[src/rtl/scan_ctrl_if.sv]
// Read-request bus towards the image buffer plus the downstream pixel stream.
// The master side is the scan sequencer; the slave side is the buffer/consumer.
interface scan_ctrl_if #(
   parameter int XW = 9,
   parameter int YW = 9,
   parameter int DW = 8
);
   // image buffer read channel
   logic          rd_req;
   logic [XW-1:0] rd_x;
   logic [YW-1:0] rd_y;
   logic          rd_ack;
   logic          rd_valid;
   logic [DW-1:0] rd_data;

   // downstream pixel channel
   logic          px_valid;
   logic          px_ready;
   logic [DW-1:0] px_data;
   logic [XW-1:0] px_x;
   logic [YW-1:0] px_y;
   logic          px_last;

   modport master (
      output rd_req, rd_x, rd_y,
      input  rd_ack, rd_valid, rd_data,
      output px_valid, px_data, px_x, px_y, px_last,
      input  px_ready
   );

   modport slave (
      input  rd_req, rd_x, rd_y,
      output rd_ack, rd_valid, rd_data,
      input  px_valid, px_data, px_x, px_y, px_last,
      output px_ready
   );
endinterface

[src/rtl/scan_ctrl.sv]
// Frame-scan sequencer: walks a pixel_pos instance over one image, fetching
// each pixel from the image buffer and handing it downstream with valid/ready.
// Scan order is owned by pixel_pos; coordinates are only passed through here.
module scan_ctrl #(
   parameter int X_MAX = 300,
   parameter int Y_MAX = 300,
   parameter int DW    = 8,
   localparam int XW   = $clog2(X_MAX),
   localparam int YW   = $clog2(Y_MAX)
) (
   input  logic          clk,
   input  logic          n_rst,
   input  logic          start,
   input  logic [XW-1:0] cfg_x,
   input  logic [YW-1:0] cfg_y,
   input  logic          abort,
   output logic          busy,
   output logic          done,
   output logic          err,
   output logic          pp_new_trans,
   output logic          pp_update_pos,
   output logic [XW-1:0] pp_max_x,
   output logic [YW-1:0] pp_max_y,
   input  logic          pp_end_pos,
   input  logic [XW-1:0] pp_curr_x,
   input  logic [YW-1:0] pp_curr_y,
   scan_ctrl_if.master   bus
);

   typedef enum logic [2:0] {
      S_IDLE, S_LOAD, S_SETTLE, S_REQ, S_WAIT, S_OUT, S_DONE
   } state_t;

   state_t        state_q, state_d;
   logic [XW-1:0] max_x_q, max_x_d;
   logic [YW-1:0] max_y_q, max_y_d;
   logic          err_q, err_d;
   logic [XW-1:0] px_x_q, px_x_d;
   logic [YW-1:0] px_y_q, px_y_d;
   logic          px_last_q, px_last_d;
   logic [DW-1:0] px_data_q, px_data_d;
   logic          start_acc;

   // abort outranks start, so a start in the same cycle as abort is dropped
   assign start_acc = (state_q == S_IDLE) && start && !abort;

   // state register
   always_ff @(posedge clk) begin
      if (!n_rst) begin
         state_q <= S_IDLE;
      end else begin
         state_q <= state_d;
      end
   end

   // next-state decode; abort forces IDLE from anywhere
   always_comb begin
      state_d = state_q;
      case (state_q)
         S_IDLE:   if (start)    state_d = S_LOAD;
         S_LOAD:                 state_d = S_SETTLE;
         S_SETTLE:               state_d = S_REQ;
         S_REQ:    if (bus.rd_ack)   state_d = S_WAIT;
         S_WAIT:   if (bus.rd_valid) state_d = S_OUT;
         S_OUT:    if (bus.px_ready) state_d = px_last_q ? S_DONE : S_REQ;
         S_DONE:                 state_d = S_IDLE;
         default:                state_d = S_IDLE;
      endcase
      if (abort) begin
         state_d = S_IDLE;
      end
   end

   // datapath registers: frame size, sticky error, captured pixel
   always_ff @(posedge clk) begin
      if (!n_rst) begin
         max_x_q   <= '0;
         max_y_q   <= '0;
         err_q     <= 1'b0;
         px_x_q    <= '0;
         px_y_q    <= '0;
         px_last_q <= 1'b0;
         px_data_q <= '0;
      end else begin
         max_x_q   <= max_x_d;
         max_y_q   <= max_y_d;
         err_q     <= err_d;
         px_x_q    <= px_x_d;
         px_y_q    <= px_y_d;
         px_last_q <= px_last_d;
         px_data_q <= px_data_d;
      end
   end

   // datapath next values; a stray rd_valid wins over the start-time clear
   always_comb begin
      max_x_d   = max_x_q;
      max_y_d   = max_y_q;
      err_d     = err_q;
      px_x_d    = px_x_q;
      px_y_d    = px_y_q;
      px_last_d = px_last_q;
      px_data_d = px_data_q;
      if (start_acc) begin
         max_x_d = cfg_x;
         max_y_d = cfg_y;
         err_d   = 1'b0;
      end
      if (bus.rd_valid && (state_q != S_WAIT)) begin
         err_d = 1'b1;
      end
      if ((state_q == S_REQ) && bus.rd_ack) begin
         px_x_d    = pp_curr_x;
         px_y_d    = pp_curr_y;
         px_last_d = pp_end_pos;
      end
      if ((state_q == S_WAIT) && bus.rd_valid) begin
         px_data_d = bus.rd_data;
      end
   end

   // outputs decoded from the registered state; update_pos is the only
   // one that also looks at the live handshake
   always_comb begin
      busy          = (state_q != S_IDLE);
      done          = (state_q == S_DONE);
      pp_new_trans  = (state_q == S_LOAD);
      pp_update_pos = (state_q == S_OUT) && bus.px_ready && !px_last_q && !abort;
      bus.rd_req    = (state_q == S_REQ);
      bus.rd_x      = (state_q == S_REQ) ? pp_curr_x : '0;
      bus.rd_y      = (state_q == S_REQ) ? pp_curr_y : '0;
      bus.px_valid  = (state_q == S_OUT);
   end

   assign err          = err_q;
   assign pp_max_x     = max_x_q;
   assign pp_max_y     = max_y_q;
   assign bus.px_x     = px_x_q;
   assign bus.px_y     = px_y_q;
   assign bus.px_last  = px_last_q;
   assign bus.px_data  = px_data_q;

endmodule
[src/flat_wrapper.sv]
// flat-port wrapper written by rule: the top's interface ports become plain ports
module scan_ctrl_flat 
#(
   parameter int X_MAX = 300,
   parameter int Y_MAX = 300,
   parameter int DW    = 8,
   localparam int XW   = $clog2(X_MAX),
   localparam int YW   = $clog2(Y_MAX)
)
  (clk, n_rst, start, cfg_x, cfg_y, abort, busy, done, err, pp_new_trans, pp_update_pos, pp_max_x, pp_max_y, pp_end_pos, pp_curr_x, pp_curr_y, bus_rd_req, bus_rd_x, bus_rd_y, bus_rd_ack, bus_rd_valid, bus_rd_data, bus_px_valid, bus_px_data, bus_px_x, bus_px_y, bus_px_last, bus_px_ready);
  scan_ctrl_if #(.DW(DW)) bus_i ();
  input  logic clk;
  input  logic n_rst;
  input  logic start;
  input  logic [XW-1:0] cfg_x;
  input  logic [YW-1:0] cfg_y;
  input  logic abort;
  output logic busy;
  output logic done;
  output logic err;
  output logic pp_new_trans;
  output logic pp_update_pos;
  output logic [XW-1:0] pp_max_x;
  output logic [YW-1:0] pp_max_y;
  input  logic pp_end_pos;
  input  logic [XW-1:0] pp_curr_x;
  input  logic [YW-1:0] pp_curr_y;
  output wire logic [$bits(bus_i.rd_req)-1:0] bus_rd_req;
  output wire logic [$bits(bus_i.rd_x)-1:0] bus_rd_x;
  output wire logic [$bits(bus_i.rd_y)-1:0] bus_rd_y;
  input wire logic [$bits(bus_i.rd_ack)-1:0] bus_rd_ack;
  input wire logic [$bits(bus_i.rd_valid)-1:0] bus_rd_valid;
  input wire logic [$bits(bus_i.rd_data)-1:0] bus_rd_data;
  output wire logic [$bits(bus_i.px_valid)-1:0] bus_px_valid;
  output wire logic [$bits(bus_i.px_data)-1:0] bus_px_data;
  output wire logic [$bits(bus_i.px_x)-1:0] bus_px_x;
  output wire logic [$bits(bus_i.px_y)-1:0] bus_px_y;
  output wire logic [$bits(bus_i.px_last)-1:0] bus_px_last;
  input wire logic [$bits(bus_i.px_ready)-1:0] bus_px_ready;
  assign bus_rd_req = bus_i.rd_req;
  assign bus_rd_x = bus_i.rd_x;
  assign bus_rd_y = bus_i.rd_y;
  assign bus_i.rd_ack = bus_rd_ack;
  assign bus_i.rd_valid = bus_rd_valid;
  assign bus_i.rd_data = bus_rd_data;
  assign bus_px_valid = bus_i.px_valid;
  assign bus_px_data = bus_i.px_data;
  assign bus_px_x = bus_i.px_x;
  assign bus_px_y = bus_i.px_y;
  assign bus_px_last = bus_i.px_last;
  assign bus_i.px_ready = bus_px_ready;
  scan_ctrl #(.X_MAX(X_MAX), .Y_MAX(Y_MAX), .DW(DW)) u_core (.clk(clk), .n_rst(n_rst), .start(start), .cfg_x(cfg_x), .cfg_y(cfg_y), .abort(abort), .busy(busy), .done(done), .err(err), .pp_new_trans(pp_new_trans), .pp_update_pos(pp_update_pos), .pp_max_x(pp_max_x), .pp_max_y(pp_max_y), .pp_end_pos(pp_end_pos), .pp_curr_x(pp_curr_x), .pp_curr_y(pp_curr_y), .bus(bus_i));
endmodule
[config.mk]
export PLATFORM = sky130hd
export DESIGN_NAME = scan_ctrl_flat
export DESIGN_NICKNAME = d
export VERILOG_FILES = /design/src/rtl/scan_ctrl_if.sv /design/src/rtl/scan_ctrl.sv /design/src/flat_wrapper.sv
export SDC_FILE = /design/constraint.sdc
export NUM_CORES = 1
export LEC_CHECK = 0
export ABC_CLOCK_PERIOD_IN_PS = 1520
export CAP_MARGIN = 20
export CORE_MARGIN = 1.5
export CORE_UTILIZATION = 33
export CTS_BUF_LIST = sky130_fd_sc_hd__clkbuf_16
export CTS_CLUSTER_SIZE = 8
export DETAILED_ROUTE_END_ITERATION = 8
export DONT_BUFFER_PORTS = 1
export GPL_ROUTABILITY_DRIVEN = 0
export PLACE_DENSITY = 0.56
export SLEW_MARGIN = 40
export SYNTH_ARGS = -nofsm -noshare
export SYNTH_HDL_FRONTEND = slang
export SYNTH_SLANG_ARGS = --single-unit
[constraint.sdc]
create_clock -name clk -period 1.52 [get_ports clk]
set_clock_uncertainty 0.1 [all_clocks]
set_input_delay 0.152 -clock clk [delete_from_list [all_inputs] [get_ports clk]]
set_output_delay 0.152 -clock clk [all_outputs]
set_load 0.02 [all_outputs]
==> flow_metrics.env <==
export IMPL_status="finished, violations left"
export IMPL_violations="design-rule violations, negative setup slack"
export IMPL_slew_headroom=0.713
export IMPL_h_tree_depth=2
export IMPL_use_met1=0.185
export IMPL_timing_final_ws_setup_ns=-0.00692
export IMPL_crit_arrival_ns=1.27
export IMPL_cts_tree="yes"
export IMPL_crit_buf_inv=1
export IMPL_first_global_vias=1963
export IMPL_grt_usage=0.167
export IMPL_synth_top_cell_area_share=0.435
export IMPL_dpl_instance_area_um2=2320
export IMPL_grt_busiest_layer="met2"
export IMPL_area_growth_pct=41.2
export IMPL_ys_flop_type="dfxtp_1"
export IMPL_final_cell_area_um2=3180
export IMPL_drt_wl_total_um=6440
export IMPL_finalCritPeriodShare=1.00
export IMPL_cap_viol_max_count=0
export IMPL_synthArstFlopShare=0
export IMPL_tightest_slew_ns=0.430
export IMPL_met2_usage=0.300
export IMPL_path_cells="and3b_2, buf_6, and2_4"
export IMPL_fmaxAchievable_mhz=655
export IMPL_cts_sinks=49
export IMPL_viasPerCell=5.19
export IMPL_drt_iter0_markers=56
export IMPL_fp_dieH_um=85.7
export IMPL_critPathRequiredTime_ns=1.27
export IMPL_path_max_fanout=8
export IMPL_ir_worst_vdd_v=0.000373
export IMPL_dr_pass1_iters=6
export IMPL_fp_dieW_um=85.7
export IMPL_min_period_ns=1.53
export IMPL_grt_pass1_wl_um=9630
export IMPL_holdWs_ns=0.0207
export IMPL_avgSynthCellArea_um2=9.02
export IMPL_placementRows=29
export IMPL_worst_setup_path_start_kind="flip-flop"
export IMPL_drt_wirelength_per_cell_um=16.6
export IMPL_synth_top_cell_by_area="dfxtp_1"
export IMPL_ys_seq_elements=49
export IMPL_layout_drive_gt1_share=0.215
export IMPL_io_pins=122
export IMPL_yosys_warnings=0
export IMPL_synth_edf_count=0
export IMPL_core_area_um2=6460
export IMPL_fin_nets=363
export IMPL_via_count=2019
export IMPL_cpPeakStageDelay_ns=0.36
export IMPL_grt_overflow_total=0
export IMPL_synth_nets=302
export IMPL_drc=9
export IMPL_slowest_stage="dfxtp_4"
export IMPL_clockBufferDepth=2
export IMPL_final_common_cell="dlygate4sd3_1"
export IMPL_synthTopCellsByArea="dfxtp_1 44%, a21boi_1 9.7%, nand2_1 6.8%"
export IMPL_hpwl_um=3680
export IMPL_synth_area_um2=2250
export IMPL_syn_inst=250
export IMPL_cts_root_buf="clkbuf_16"
export IMPL_p_leak_nw=1.18
export IMPL_crit_family="simple AND/OR/NAND/NOR gates"
export IMPL_power_density_nw_per_um2=864
export IMPL_hold_violations=0
export IMPL_slew_violations=0
export IMPL_endpoint_kind="output port"
export IMPL_n_fill_cell=580
export IMPL_yosysSeqAreaShare=0.435
export IMPL_crit_type="reg2out"
export IMPL_grt_max_degree=49
export IMPL_clk_latency_ns=0.28
export IMPL_rsz0062_at_grt="true"
export IMPL_cts_buffers_inserted=5
export IMPL_dieArea_um2=7340
export IMPL_final_cell_mix="50 x dlygate4sd3_1, 45 x dfxtp_1, 41 x nand2_1, 29 x a21boi_1, 19 x o21ai_1"
export IMPL_start_util=0.349
export IMPL_port_buffers=0
export IMPL_diodes=0
export IMPL_cts_clk_slew_worst_paths_ns=0.06
export IMPL_holdCritPathClass="in2reg"
export IMPL_antenna_found_initial=0
export IMPL_met3_usage=0.0674
export IMPL_ant_nets=0
export IMPL_ys_types=34
export IMPL_setup_viol=8
## kinds of logic after synthesis
kind of cell,after synthesis,synth area share
muxes,10,0.0444
buffers and inverters,24,0.0744
DFF,49,0.435
AOI/OAI and AO/OA,63,0.190
and+or+nand+nor,104,0.256
## sequential cells by signal (all words and copies together), names as in the netlist
name                cells
u_core.bus.px_y         9
u_core.bus.px_x         9
u_core.state_q          3
u_core.err              1
u_core.bus.px_data      8
u_core.bus.px_last      1
u_core.pp_max_x         9
u_core.pp_max_y         9
## what timing repair did
| action | in CTS | in global routing |
|---|---|---|
| resized for setup | 46 | 14 |
| hold buffers | 51 | 0 |
| endpoints found under the setup margin | 23 | 22 |
| pin swaps | 9 | 11 |
| gates cloned | 0 | 2 |
| endpoints found under the hold margin | 49 | 0 |
| buffers inserted | 1 | 7 |
## synth_stat cells, types with 2 or more instances
cell type / count
a21boi_0: 9
o21ai_1: 19
mux2i_1: 10
nor2b_1: 10
nor4_2: 2
nand3b_1: 2
a21boi_1: 29
nand3_1: 18
buf_2: 4
nand2_1: 41
and2_1: 19
buf_6: 7
dfxtp_1: 49
nand2b_1: 3
clkbuf_1: 5
buf_4: 5
## metal layers
metal / vias to the layer above / wire length, µm
met4: 0 / 53
met5: - / 0
met3: 5 / 625
li1: 966 / -
met1: 934 / 2710
met2: 114 / 3050
## worst reg2reg max path, stage by stage, from the launching register on
cell and delay, ns:
dfxtp_4 0.37, buf_8 0.13, buf_4 0.13, nor4_2 0.37, a211oi_2 0.09, mux2i_1 0.13
## metrics by stage
| step | util | cells | setup slack [ns] | power [mW] | TNS, ns |
|---|---|---|---|---|---|
| after floorplan | - | 250 | 0.108 | 1.56 | 0 |
| after global placement | 0.360 | 320 | 0.103 | 1.56 | 0 |
| after detailed placement | 0.360 | 320 | 0.0597 | 1.56 | 0 |
| after CTS | 0.474 | 380 | -0.0204 | 2.77 | -0.254 |
| after global routing | 0.493 | 389 | -0.0479 | 2.88 | -0.709 |
| final | 0.493 | 389 | -0.00692 | 2.75 | -0.0348 |
## cell type report
class,instances,area (µm²),share of cell area
repair buffers,76,768,0.241
multi-input cells,177,1180,0.370
flip-flops and latches,49,993,0.312
well taps,77,96.3,0.0303
inverters,2,7.51,0.00236
clock inverters,3,15.0,0.00472
clock buffers,5,125,0.0393
## worst paths after layout
path	startpoint	endpoint	slack, ns	cells past startpoint
worst max-delay path	u_core.state_q[2]$_SDFFE_PP0P_	bus_rd_y[0]	-0.007	3
worst min-delay path	abort	u_core.state_q[2]$_SDFFE_PP0P_	0.02	2
worst max register to register	u_core.state_q[0]$_SDFFE_PP0P_	u_core.state_q[0]$_SDFFE_PP0P_	0.08	5
worst min register to register	u_core.bus.px_last$_SDFFE_PN0P_	u_core.bus.px_last$_SDFFE_PN0P_	0.44	2
## where the power goes
part           switching (mW)  internal (mW)  leakage, nW
Clock                   0.462          0.598       0.0724
Combinational           0.139          0.185        0.706
Sequential             0.0560           1.31        0.400
Total                   0.657           2.09         1.18
Power figures use the tool's default switching activity.
